File: config.mk
export PLATFORM = sky130hd
export DESIGN_NAME = alu_result_fifo
export DESIGN_NICKNAME = d
export VERILOG_FILES = /design/src/rtl/alu_result_fifo.sv
export SDC_FILE = /design/constraint.sdc
export NUM_CORES = 1
export LEC_CHECK = 0
export BUFFER_PORTS_ARGS = -buffer_cell sky130_fd_sc_hd__buf_2
export CAP_MARGIN = 25
export CORE_ASPECT_RATIO = 0.8
export CORE_UTILIZATION = 60
export DETAILED_ROUTE_END_ITERATION = 16
export GPL_ROUTABILITY_DRIVEN = 0
export GPL_TIMING_DRIVEN = 0
export PLACE_DENSITY = 0.83
export RECOVER_POWER = 100
export SETUP_SLACK_MARGIN = 0.5
export SYNTH_ARGS = -nofsm -noshare
export SYNTH_HDL_FRONTEND = slang
export SYNTH_SLANG_ARGS = --single-unit
File: constraint.sdc
create_clock -name clk -period 4.43 [get_ports clk]
set_input_delay 0.886 -clock clk [delete_from_list [all_inputs] [get_ports clk]]
set_output_delay 0.886 -clock clk [all_outputs]
set_load 0.02 [all_outputs]
File: src/rtl/alu_result_fifo.sv
// alu_result_fifo: small FIFO that buffers ALU results together with their
// carry/parity/zero flags and hands them to a consumer over valid/ready.
// A push while full is refused (no full-bypass) and latches a sticky overflow flag.
// Optional feature macro: ALU_FIFO_STATS_EN adds saturating zero_cnt/carry_cnt
// counters of popped entries with zero=1 / carryout=1.
module alu_result_fifo #(
   parameter int  DATA_W = 4,
   parameter int  DEPTH  = 4,
   localparam int AW     = $clog2(DEPTH)
) (
   input  logic              clk,
   input  logic              rst,
   input  logic              in_valid,
   output logic              in_ready,
   input  logic [DATA_W-1:0] in_result,
   input  logic              in_carryout,
   input  logic              in_parity,
   input  logic              in_zero,
   output logic              out_valid,
   input  logic              out_ready,
   output logic [DATA_W-1:0] out_result,
   output logic              out_carryout,
   output logic              out_parity,
   output logic              out_zero,
   output logic [AW:0]       count,
   output logic              overflow
`ifdef ALU_FIFO_STATS_EN
   ,
   output logic [7:0]        zero_cnt,
   output logic [7:0]        carry_cnt
`endif
);

   localparam int          EW       = DATA_W + 3;
   localparam logic [AW:0] FULL_CNT = (AW+1)'(DEPTH);

   // Storage word layout: {result, carry, parity, zero}
   function automatic logic [EW-1:0] pack_entry(input logic [DATA_W-1:0] res,
                                                input logic              cy,
                                                input logic              par,
                                                input logic              zf);
      return {res, cy, par, zf};
   endfunction

   function automatic logic [7:0] sat_inc8(input logic [7:0] v);
      logic [7:0] r;
      if (v == 8'hFF) begin
         r = v;
      end else begin
         r = v + 8'd1;
      end
      return r;
   endfunction

   logic [EW-1:0] mem_q [DEPTH];
   logic [AW-1:0] wp_q, wp_d;
   logic [AW-1:0] rp_q, rp_d;
   logic [AW:0]   count_q, count_d;
   logic          overflow_q, overflow_d;
   logic          push_s, pop_s;
   logic          in_ready_s, out_valid_s;
   logic [EW-1:0] head_s;
   logic [EW-1:0] wdata_s;

   // Handshake qualification: readiness depends on the registered count only
   always_comb begin
      in_ready_s  = (count_q != FULL_CNT);
      out_valid_s = (count_q != {(AW+1){1'b0}});
      push_s      = in_valid & in_ready_s;
      pop_s       = out_valid_s & out_ready;
      wdata_s     = pack_entry(in_result, in_carryout, in_parity, in_zero);
      head_s      = mem_q[rp_q];
   end

   // Next-state for pointers, occupancy and sticky overflow
   always_comb begin
      wp_d       = wp_q;
      rp_d       = rp_q;
      count_d    = count_q;
      overflow_d = overflow_q;
      if (push_s) begin
         wp_d = wp_q + {{(AW-1){1'b0}}, 1'b1};
      end else begin
         wp_d = wp_q;
      end
      if (pop_s) begin
         rp_d = rp_q + {{(AW-1){1'b0}}, 1'b1};
      end else begin
         rp_d = rp_q;
      end
      case ({push_s, pop_s})
         2'b10:   count_d = count_q + {{AW{1'b0}}, 1'b1};
         2'b01:   count_d = count_q - {{AW{1'b0}}, 1'b1};
         default: count_d = count_q;
      endcase
      if (in_valid && !in_ready_s) begin
         overflow_d = 1'b1;
      end else begin
         overflow_d = overflow_q;
      end
   end

   // Control state registers
   always_ff @(posedge clk or posedge rst) begin
      if (rst) begin
         wp_q       <= {AW{1'b0}};
         rp_q       <= {AW{1'b0}};
         count_q    <= {(AW+1){1'b0}};
         overflow_q <= 1'b0;
      end else begin
         wp_q       <= wp_d;
         rp_q       <= rp_d;
         count_q    <= count_d;
         overflow_q <= overflow_d;
      end
   end

   // Entry storage: cleared on reset so the head never reads as X
   always_ff @(posedge clk or posedge rst) begin
      if (rst) begin
         for (int i = 0; i < DEPTH; i++) begin
            mem_q[i] <= {EW{1'b0}};
         end
      end else if (push_s) begin
         mem_q[wp_q] <= wdata_s;
      end
   end

   assign in_ready     = in_ready_s;
   assign out_valid    = out_valid_s;
   assign out_result   = head_s[EW-1:3];
   assign out_carryout = head_s[2];
   assign out_parity   = head_s[1];
   assign out_zero     = head_s[0];
   assign count        = count_q;
   assign overflow     = overflow_q;

`ifdef ALU_FIFO_STATS_EN
   logic [7:0] zero_cnt_q, zero_cnt_d;
   logic [7:0] carry_cnt_q, carry_cnt_d;

   // Statistics next-state: count popped entries carrying each flag, saturating
   always_comb begin
      zero_cnt_d  = zero_cnt_q;
      carry_cnt_d = carry_cnt_q;
      if (pop_s && head_s[0]) begin
         zero_cnt_d = sat_inc8(zero_cnt_q);
      end else begin
         zero_cnt_d = zero_cnt_q;
      end
      if (pop_s && head_s[2]) begin
         carry_cnt_d = sat_inc8(carry_cnt_q);
      end else begin
         carry_cnt_d = carry_cnt_q;
      end
   end

   // Statistics registers
   always_ff @(posedge clk or posedge rst) begin
      if (rst) begin
         zero_cnt_q  <= 8'd0;
         carry_cnt_q <= 8'd0;
      end else begin
         zero_cnt_q  <= zero_cnt_d;
         carry_cnt_q <= carry_cnt_d;
      end
   end

   assign zero_cnt  = zero_cnt_q;
   assign carry_cnt = carry_cnt_q;
`endif

endmodule
==> Word-level counts from Yosys, hierarchy flattened <==
Cells that the tools add are included.
{ "totals": {"ff_bits": 36, "inputBits": 11, "out_inout_bits": 13, "word_cells": 34} }
{ "classes": {"n_addsub": 4, "magnitude_cmp": 3, "eq_ne": 3, "muxes": 7, "bitwise": 4, "reduce_logical": 5} }
{ "op_table": {"columns": ["operator", "n"], "rows": [
  ["28-bit bitwise mux", 1],
  ["7-bit two-way mux", 3],
  ["7-bit binary-select mux with 2-bit select", 1],
  ["7-bit demux with 2-bit select", 1],
  ["3-bit greater-or-equal comparator (second input constant)", 2],
  ["2-bit inverter with 3-bit output", 2],
  ["3-bit one-hot mux with 2 select lines", 1],
  ["2-bit by 1-bit adder with 2-bit output (second input constant)", 2],
  ["3-bit by 1-bit adder with 3-bit output (second input constant)", 1],
  ["3-bit by 1-bit less-than comparator with 1-bit output (second input constant)", 1],
  ["3-bit != test (second input constant)", 1],
  ["3-bit nonzero test", 1],
  ["3-bit by 1-bit subtractor with 3-bit output (second input constant)", 1],
  ["1-bit AND", 2],
  ["2-bit by 1-bit equality test with 1-bit output (second input constant)", 1],
  ["2-bit equality test (second input constant)", 1],
  ["1-bit logical AND", 2],
  ["2-bit nonzero test", 1],
  ["1-bit zero test", 1]
]} }

==> Depth between registers and ports, before layout <==
Gate-level depths: netlist of run 1.
{ "logic_depth": {"depth_word": 6, "mapped_depth": 8, "mapped_depth_nobuf": 8} }

==> Worst setup path before layout of run 1 <==
No wires, ideal clock.
{ "synth_timing": {"kind": "reg2reg", "startpoint": "reg count_q[2] (netlist: count[2])", "endpoint": "reg count_q[2] (netlist: count[2])", "setup_ps": 80, "t_arrival_ps": 2040, "path_slack_ps": 2310, "stages_incl_launch_ff": 9, "path_buffers": 0, "synth_period_minus_slack_ps": 2120, "cell_sequence": "dfrtp_1 -> nor3b_4 -> nand2b_2 -> ha_1 -> inv_1 -> fa_1 -> xor2_1 -> nor2_1 -> xor2_1"} }
{ "synth_via": {"elab_chain_len": 4} }
{ "synth_rtl": {"columns": ["item", "line", "source"], "rows": [
  ["start: declaration", "58", "logic [AW:0] count_q, count_d;"],
  ["start signal: assignment", "108", "count_q <= {(AW+1){1'b0}};"],
  ["start signal: assignment", "113", "count_q <= count_d;"],
  ["3-bit != test or 3-bit nonzero test (tied branches)", "67, 68", null],
  ["1-bit AND, on equally long branches", "69, 70", null],
  ["2-bit by 1-bit equality test with 1-bit output or 2-bit equality test (tied branches)", "91", "case ({push_s, pop_s})"],
  ["3-bit one-hot mux with 2 select lines or 2-bit nonzero test (tied branches)", null, null]
]} }
Parallel ways exist; a longest one is shown, timed or not.
A chain may end at the register's enable or synchronous reset.

==> Worst setup path after layout of run 1 <==
{ "layout_timing": {"startpoint": "reg rp_q[0]", "endpoint": "out out_parity"} }
{ "layout_via": {"elab_chain_len": 4} }
{ "layout_rtl": {"columns": ["item", "line", "source"], "rows": [
  ["start: declaration", "57", "logic [AW-1:0] rp_q, rp_d;"],
  ["start signal: assignment", "107", "rp_q <= {AW{1'b0}};"],
  ["start signal: assignment", "112", "rp_q <= rp_d;"],
  ["2-bit inverter with 3-bit output (implied by the code)", "72", "head_s = mem_q[rp_q];"],
  ["7-bit binary-select mux with 2-bit select", "72", null],
  ["7-bit two-way mux (implied by the code) (2 in series)", "72", null],
  ["end: declaration", "23", "output logic out_parity,"]
]} }
Every way passes these cells. The select of a mux whose other input is x is not followed.

==> results.tsv, run 1 <==
metric	value	unit
largest net degree at the start of global routing	27	
P_int	0.916	mW
Post-CTS Resized	0	
Setup CP Type	flop to output pin	
WL per Instance	16.8	µm
worst-case reg-to-reg path depth	8	
Sw Ratio	38.4	%
Compound-Gate Fraction of Synth Area	0.978	%
num rows	16	
via count	971	
post-synthesis mux area share	29.7	%
CTS sink count	36	
CTS Hold Bufs	0	
CP startpoint kind	flop	
Ports	24	
initial antenna violation count	0	
PwrDens	803	nW/µm²
CTS tree	yes	
Comb pwr share	47.2	%
Synth Area per Inst	15.3	µm²
GRT Total Usage	24.0	%
critical path peak fanout	9	
PortBufs	23	
Leak	0.815	nW
total length of routed wires	2980	µm
Max-Cap Viols	0	
Hold Crit Depth	1	
Synth Area in Simple Gates	4.89	%
initial core utilization	65.4	%
setup tns final	0	ps
CTS H-tree lvls	2	
Final Hold Viols	0	
Adder-Cell Fraction of Synth Area	4.97	%
vias in the first global route	997	
DPL Wire Length	2250	µm
Syn-to-layout area delta	11.3	%
TritonCTS buffer count	5	
clk_lat worst skew	330	ps
Clock Path Buffers	2	
worst slew pin tran	1330	ps
NetSw	0.571	mW
Clk pwr share	12.2	%
share of layout cells above drive strength 1	37.6	%
Clock Skew	3.71	ps
warnings from Yosys	0	
post-CTS setup buffers	0	
RSZ-0062 raised after global routing	false	
FF+latch count, synth	36	
drt first pass iters	4	
first-pass GRT wire length	4800	µm
Seq/Total Area, Yosys	54.2	%
post-synth cell types	20	
worst hold path type	flop to flop	
Slew HR	11.3	%
Nets	157	
Diodes inserted	0	
DIE AREA	2990	µm²
clock root buffer	clkbuf_4	
max-slew violations	0	
Mapped Cells	109	
period utilization	65.1	%
CTS clock-pin slew for the worst setup and hold paths	100	ps
Final Worst Setup Slack	1550	ps
pre-CTS setup slack	2120	ps
antenna-violating nets left	0	
GRT Residual Overflow	0	
DRC	0	
sequential power share	40.6	%
Setup Viol. Count Final	0	
WP data arrival	2000	ps
VDD IR max	0.452	mV
starting DRC count in detailed routing	36	
core area	2540	µm²
die width	60.9	µm
fin crit period	2880	ps
syn_nets	126	
DR vias/cell	5.49	
fmax	347	MHz
required time worst endpoint	3540	ps
largest family of logic cells by synthesized area	multiplexers	
Post-Synth XOR/XNOR Area	3.16	%
mapped cell area	1660	µm²
crit end category	output pin	
Die Ht	49.1	µm
status	finished, final reports clean	
-- worst paths after layout --
kind,from,to,slack (ps)
hold / removal,overflow,overflow,470
hold reg to reg,overflow,overflow,470
min in group asynchronous,rst,mem_q[17],530
setup / recovery,rp_q[0],out_parity,1550
setup reg to reg,count[0],count[2],1890
max in group asynchronous,rst,mem_q[2],2330
-- cells in the mapped netlist (all sizes together) --
cell | instances | area share, %
a21o | 1 | 0.45
buf | 2 | 0.53
dfrtp | 36 | 54
fa | 1 | 1.2
ha | 5 | 3.8
inv | 7 | 1.6
mux2 | 29 | 20
mux2i | 1 | 0.60
mux4 | 7 | 9.5
nand2 | 5 | 1.1
nand2b | 1 | 0.53
nor2 | 5 | 1.7
nor3b | 1 | 1.1
o31a | 1 | 0.53
or3 | 1 | 0.38
xnor2 | 3 | 1.6
xor2 | 3 | 1.6
-- cell type report --
cell class                      count  area [µm²]
Sequential cell                    36         901
Multi-Input combinational cell     64         706
Fill cell                         175         692
Timing Repair Buffer               24         104
Clock buffer                        6        51.3
Tap cell                           36        45.0
Inverter                            7        26.3
Clock inverter                      2        10.0
Buffer                              2        7.51
-- routing by layer --
layer,GRT usage [%],routed length (µm),vias to the layer above
met3,7.43,97,5
met1,30.0,1330,502
met4,11.4,38,0
met5,0,0,-
li1,-,-,442
met2,37.7,1520,22
-- cells by family after synthesis --
kind of cell | count (synthesis)
mux | 37
flops | 36
simple gates | 13
buf+inv | 9
xor+xnor | 6
fa+ha+maj | 6
compound gates | 2
-- worst max-delay path: stages (launching register included) --
cell and delay (ps):
dfrtp_1 330, clkbuf_1 540, mux4_2 600, clkbuf_1 190
-- flip-flops by register name, indices dropped and copies added (netlist names) --
register,cells
count,3
mem_q,28
rp_q,2
wp_q,2
overflow,1
-- power groups by stage --
stage | clock network, mW | registers [mW] | logic (mW)
2_1_floorplan | 0 | 0.602 | 0.550
3_3_place_gp | 0 | 0.592 | 0.705
3_5_place_dp | 0 | 0.617 | 0.748
4_1_cts | 0.187 | 0.609 | 0.749
5_1_grt | 0.199 | 0.624 | 0.768
6_report | 0.181 | 0.604 | 0.702
-- metrics by stage --
stage	hold slack (ps)	instance area [µm²]	total power, mW	instances	util [%]
after floorplan	452	1660	1.15	109	-
after global placement	433	1820	1.30	168	71.7
after detailed placement	450	1850	1.37	169	72.8
after CTS	471	1910	1.55	177	75.2
after global routing	499	1850	1.59	177	72.8
final	468	1850	1.49	177	72.8
-- cells in the final DEF (no fill, tap or decap) --
cell	instances
fa_1	1
or3_1	1
nand2_1	5
clkbuf_8	1
clkinv_2	2
mux2_1	3
mux4_2	7
inv_1	7
nand2b_2	1
xnor2_1	3
buf_2	11
clkbuf_1	14
buf_1	1
nor2_1	5
clkbuf_4	5
dfrtp_1	36
mux2_2	26
a21o_1	1
ha_1	5
xor2_1	3
o31a_1	1
nor3b_1	1
mux2i_1	1
(Power assumes the default switching activity.)
==> inputs of run 2 (changes only) <==
--- a/config.mk
+++ b/config.mk
@@ -5,14 +5,15 @@
 export SDC_FILE = /design/constraint.sdc
 export NUM_CORES = 1
 export LEC_CHECK = 0
+export ABC_AREA = 1
 export BUFFER_PORTS_ARGS = -buffer_cell sky130_fd_sc_hd__buf_2
 export CAP_MARGIN = 25
 export CORE_ASPECT_RATIO = 0.8
-export CORE_UTILIZATION = 60
+export CORE_UTILIZATION = 51
 export DETAILED_ROUTE_END_ITERATION = 16
 export GPL_ROUTABILITY_DRIVEN = 0
 export GPL_TIMING_DRIVEN = 0
-export PLACE_DENSITY = 0.83
+export PLACE_DENSITY = 0.74
 export RECOVER_POWER = 100
 export SETUP_SLACK_MARGIN = 0.5
 export SYNTH_ARGS = -nofsm -noshare
==> constraint.sdc (replaced) <==
create_clock -name clk -period 2.4 [get_ports clk]
set_input_delay 0.48 -clock clk [delete_from_list [all_inputs] [get_ports clk]]
set_output_delay 0.48 -clock clk [all_outputs]
set_load 0.02 [all_outputs]
==> run 2 against run 1 <==
Compared with the run above: die area grew 32%; hold slack lost 12 ps; clock power increased by 150%; synthesized area rose by 13%; largest power group unchanged; highest routed layer unchanged.
==> results.tsv, run 2 <==
metric	value	unit	change
setup tns final	0	ps	unchanged
CTS tree	yes		
Clock Skew	2.58	ps	-1.13 ps
starting DRC count in detailed routing	210		+480%
CTS H-tree lvls	2		unchanged
initial core utilization	54.3	%	-11 points
core area	3470	µm²	+37%
Crit path max-delay family	adder cells		
CTS sink count	36		unchanged
num rows	19		+3
clk_lat worst skew	290	ps	-40 ps
WP depth	8		+5
Setup Viol. Count Final	0		unchanged
fmax	497	MHz	
CP peak stage delay	450	ps	-150 ps
critical path peak fanout	4		-5
PwrDens	1500	nW/µm²	+87%
most used cell, CP	inv_1		
total length of routed wires	4640	µm	+56%
DR vias/cell	5.58		+1.8%
crit end category	flop		
via count	1731		+78%
Slew HR	10.7	%	-0.60 points
WP data arrival	2230	ps	+230 ps
Largest Register	mem_q		
Die Ht	56.4	µm	+15%
Clock Path Buffers	2		unchanged
fin util	66.4	%	-6.4 points
max reg flops	28		unchanged
period utilization	83.8	%	
share of layout cells above drive strength 1	25.7	%	-12 points
most frequent cells in the layout	72 x nand2_1, 34 x dfrtp_1, 29 x nand4_1		
drt first pass iters	4		unchanged
Leak	1.19	nW	+46%
Setup CP Type	flop to flop		
TritonCTS buffer count	5		unchanged
post-synth cell types	20		unchanged
mapped cell area	1890	µm²	+13%
warnings from Yosys	0		unchanged
most common cell after layout, fill and taps aside	nand2_1		
max-slew violations	0		unchanged
syn_nets	246		+95%
Syn-to-layout area delta	22.2	%	
initial antenna violation count	0		unchanged
Mapped Cells	229		+110%
DIE AREA	3950	µm²	+32%
DPL Wire Length	3080	µm	+37%
CP Buf/Inv Count	2		unchanged
Synth area leader	dfrtp_1		
CP max stage cell	fa_2		
RSZ-0062 raised after global routing	true		
fin crit period	2010	ps	
Ports	24		unchanged
clock root buffer	clkbuf_8		
top-area cell type share of the netlist area	47.8	%	-6.4 points
vias in the first global route	1613		+62%
Seq/Total Area, Yosys	47.8	%	-6.4 points
worst slew pin tran	1340	ps	+7.46 ps
Synth area leaders	dfrtp_1 48%, nand2_1 15%, nand4_1 9.6%		
Nets	284		+81%
most instantiated cells after synthesis	75 x nand2_1, 36 x dfrtp_1, 29 x nand4_1		
first-pass GRT wire length	7620	µm	+59%
Diodes inserted	0		unchanged
Synth Area per Inst	8.23	µm²	-46%
Post-DP Area	2050	µm²	+11%
Top FF cell, synth	dfrtp_1		
EDFF count, synth	0		unchanged
top-count cell post-synth	nand2_1		
GRT Total Usage	25.3	%	+1.3 points
required time worst endpoint	2620	ps	-920 ps
ys async rst share	100	%	unchanged
GRT Residual Overflow	0		unchanged
worst-case reg-to-reg path depth	8		unchanged
VDD IR max	0.719	mV	+59%
worst hold path type	input port to flop		
Final Hold Viols	0		unchanged
CP cell instances	nor2_1, nand2_1, nand2_2, inv_1, ha_2, inv_1, fa_2, o21ai_2		
final non-filler cell total	310		+75%
status	finished, final reports clean		
Inst Count DP	293		+73%
antenna-violating nets left	0		unchanged
Max-Cap Viols	0		unchanged
CTS clock-pin slew for the worst setup and hold paths	70	ps	-30 ps
CP startpoint kind	flop		
DRC	0		unchanged
design area	2300	µm²	+24%
FF+latch count, synth	36		unchanged
PortBufs	22		-4.3%
Hold Crit Depth	3		+2
WL per Instance	15.0	µm	-11%
largest net degree at the start of global routing	37		+37%
die width	70.0	µm	+15%
[run 2: cell types whose count changed after synthesis, sizes merged, moves of 2 or more]
cell and change:
buf +12, inv +5, mux2 -29, mux4 -7
nand2 +71, nand3 +9, nand4 +29, nor2 +17
o21ai +22, xnor2 -2, xor2 -3
[run 2: per-layer routing]
metal / vias to the layer above / wire [µm] / global-route usage, %
li1: 838 / - / -
met1: 828 / 2120 / 36.3
met2: 58 / 2100 / 37.5
met3: 7 / 337 / 7.54
met4: 0 / 68 / 6.86
met5: - / 0 / 0
[run 2: cells by family after synthesis]
| logic type | share of synthesized area [%] |
|---|---|
| flops | 47.8 |
| buf+inv | 7.70 |
| simple gates | 33.4 |
| compound gates | 6.30 |
| fa+ha+maj | 4.38 |
| xor+xnor | 0.465 |
[run 2: area by class of cell]
| type | count | area, µm² |
|---|---|---|
| clock buffers | 6 | 82.6 |
| repair buffers | 31 | 204 |
| plain buffers | 15 | 124 |
| clock inverters | 2 | 10.0 |
| fillers | 304 | 1170 |
| well taps | 42 | 52.6 |
| flip-flops and latches | 36 | 903 |
| inverters | 12 | 52.6 |
| multi-input cells | 166 | 875 |
[run 2: stage by stage]
stage	total power, mW	hold slack (ps)	setup slack, ps
CTS	3.14	346	492
detailed placement	2.64	453	526
global route	3.75	455	223
finish	3.46	456	388
floorplan	2.20	437	534
global placement	2.59	446	467
[run 2: worst register-to-register path: cells and delay by family (launching register included)]
kind	cells	cell delay (ps)
fa+ha+maj	2	620
simple gates	3	610
flops	1	430
buf+inv	2	140
compound gates	1	140
[run 2: worst paths after layout]
path,to,startpoint,slack (ps)
min reg2reg,overflow,overflow,470
max in group asynchronous,count[1],rst,970
max reg2reg,count[1],count[0],390
min in group asynchronous,count[0],rst,560
min,rp_q[1],out_ready,460
max,count[1],count[0],390
[run 2: repair_timing]
action,4_1_cts,5_1_grt
gates resized for setup,11,44
hold buffers,0,0
setup buffers,0,7
pin swaps,0,6
gates cloned,0,2
endpoints found under the setup margin,7,10
[run 2: report_power, final]
part	switching, mW	internal (mW)
Sequential	0.186	0.896
Combinational	1.14	0.786
Clock	0.218	0.229
Total	1.55	1.91
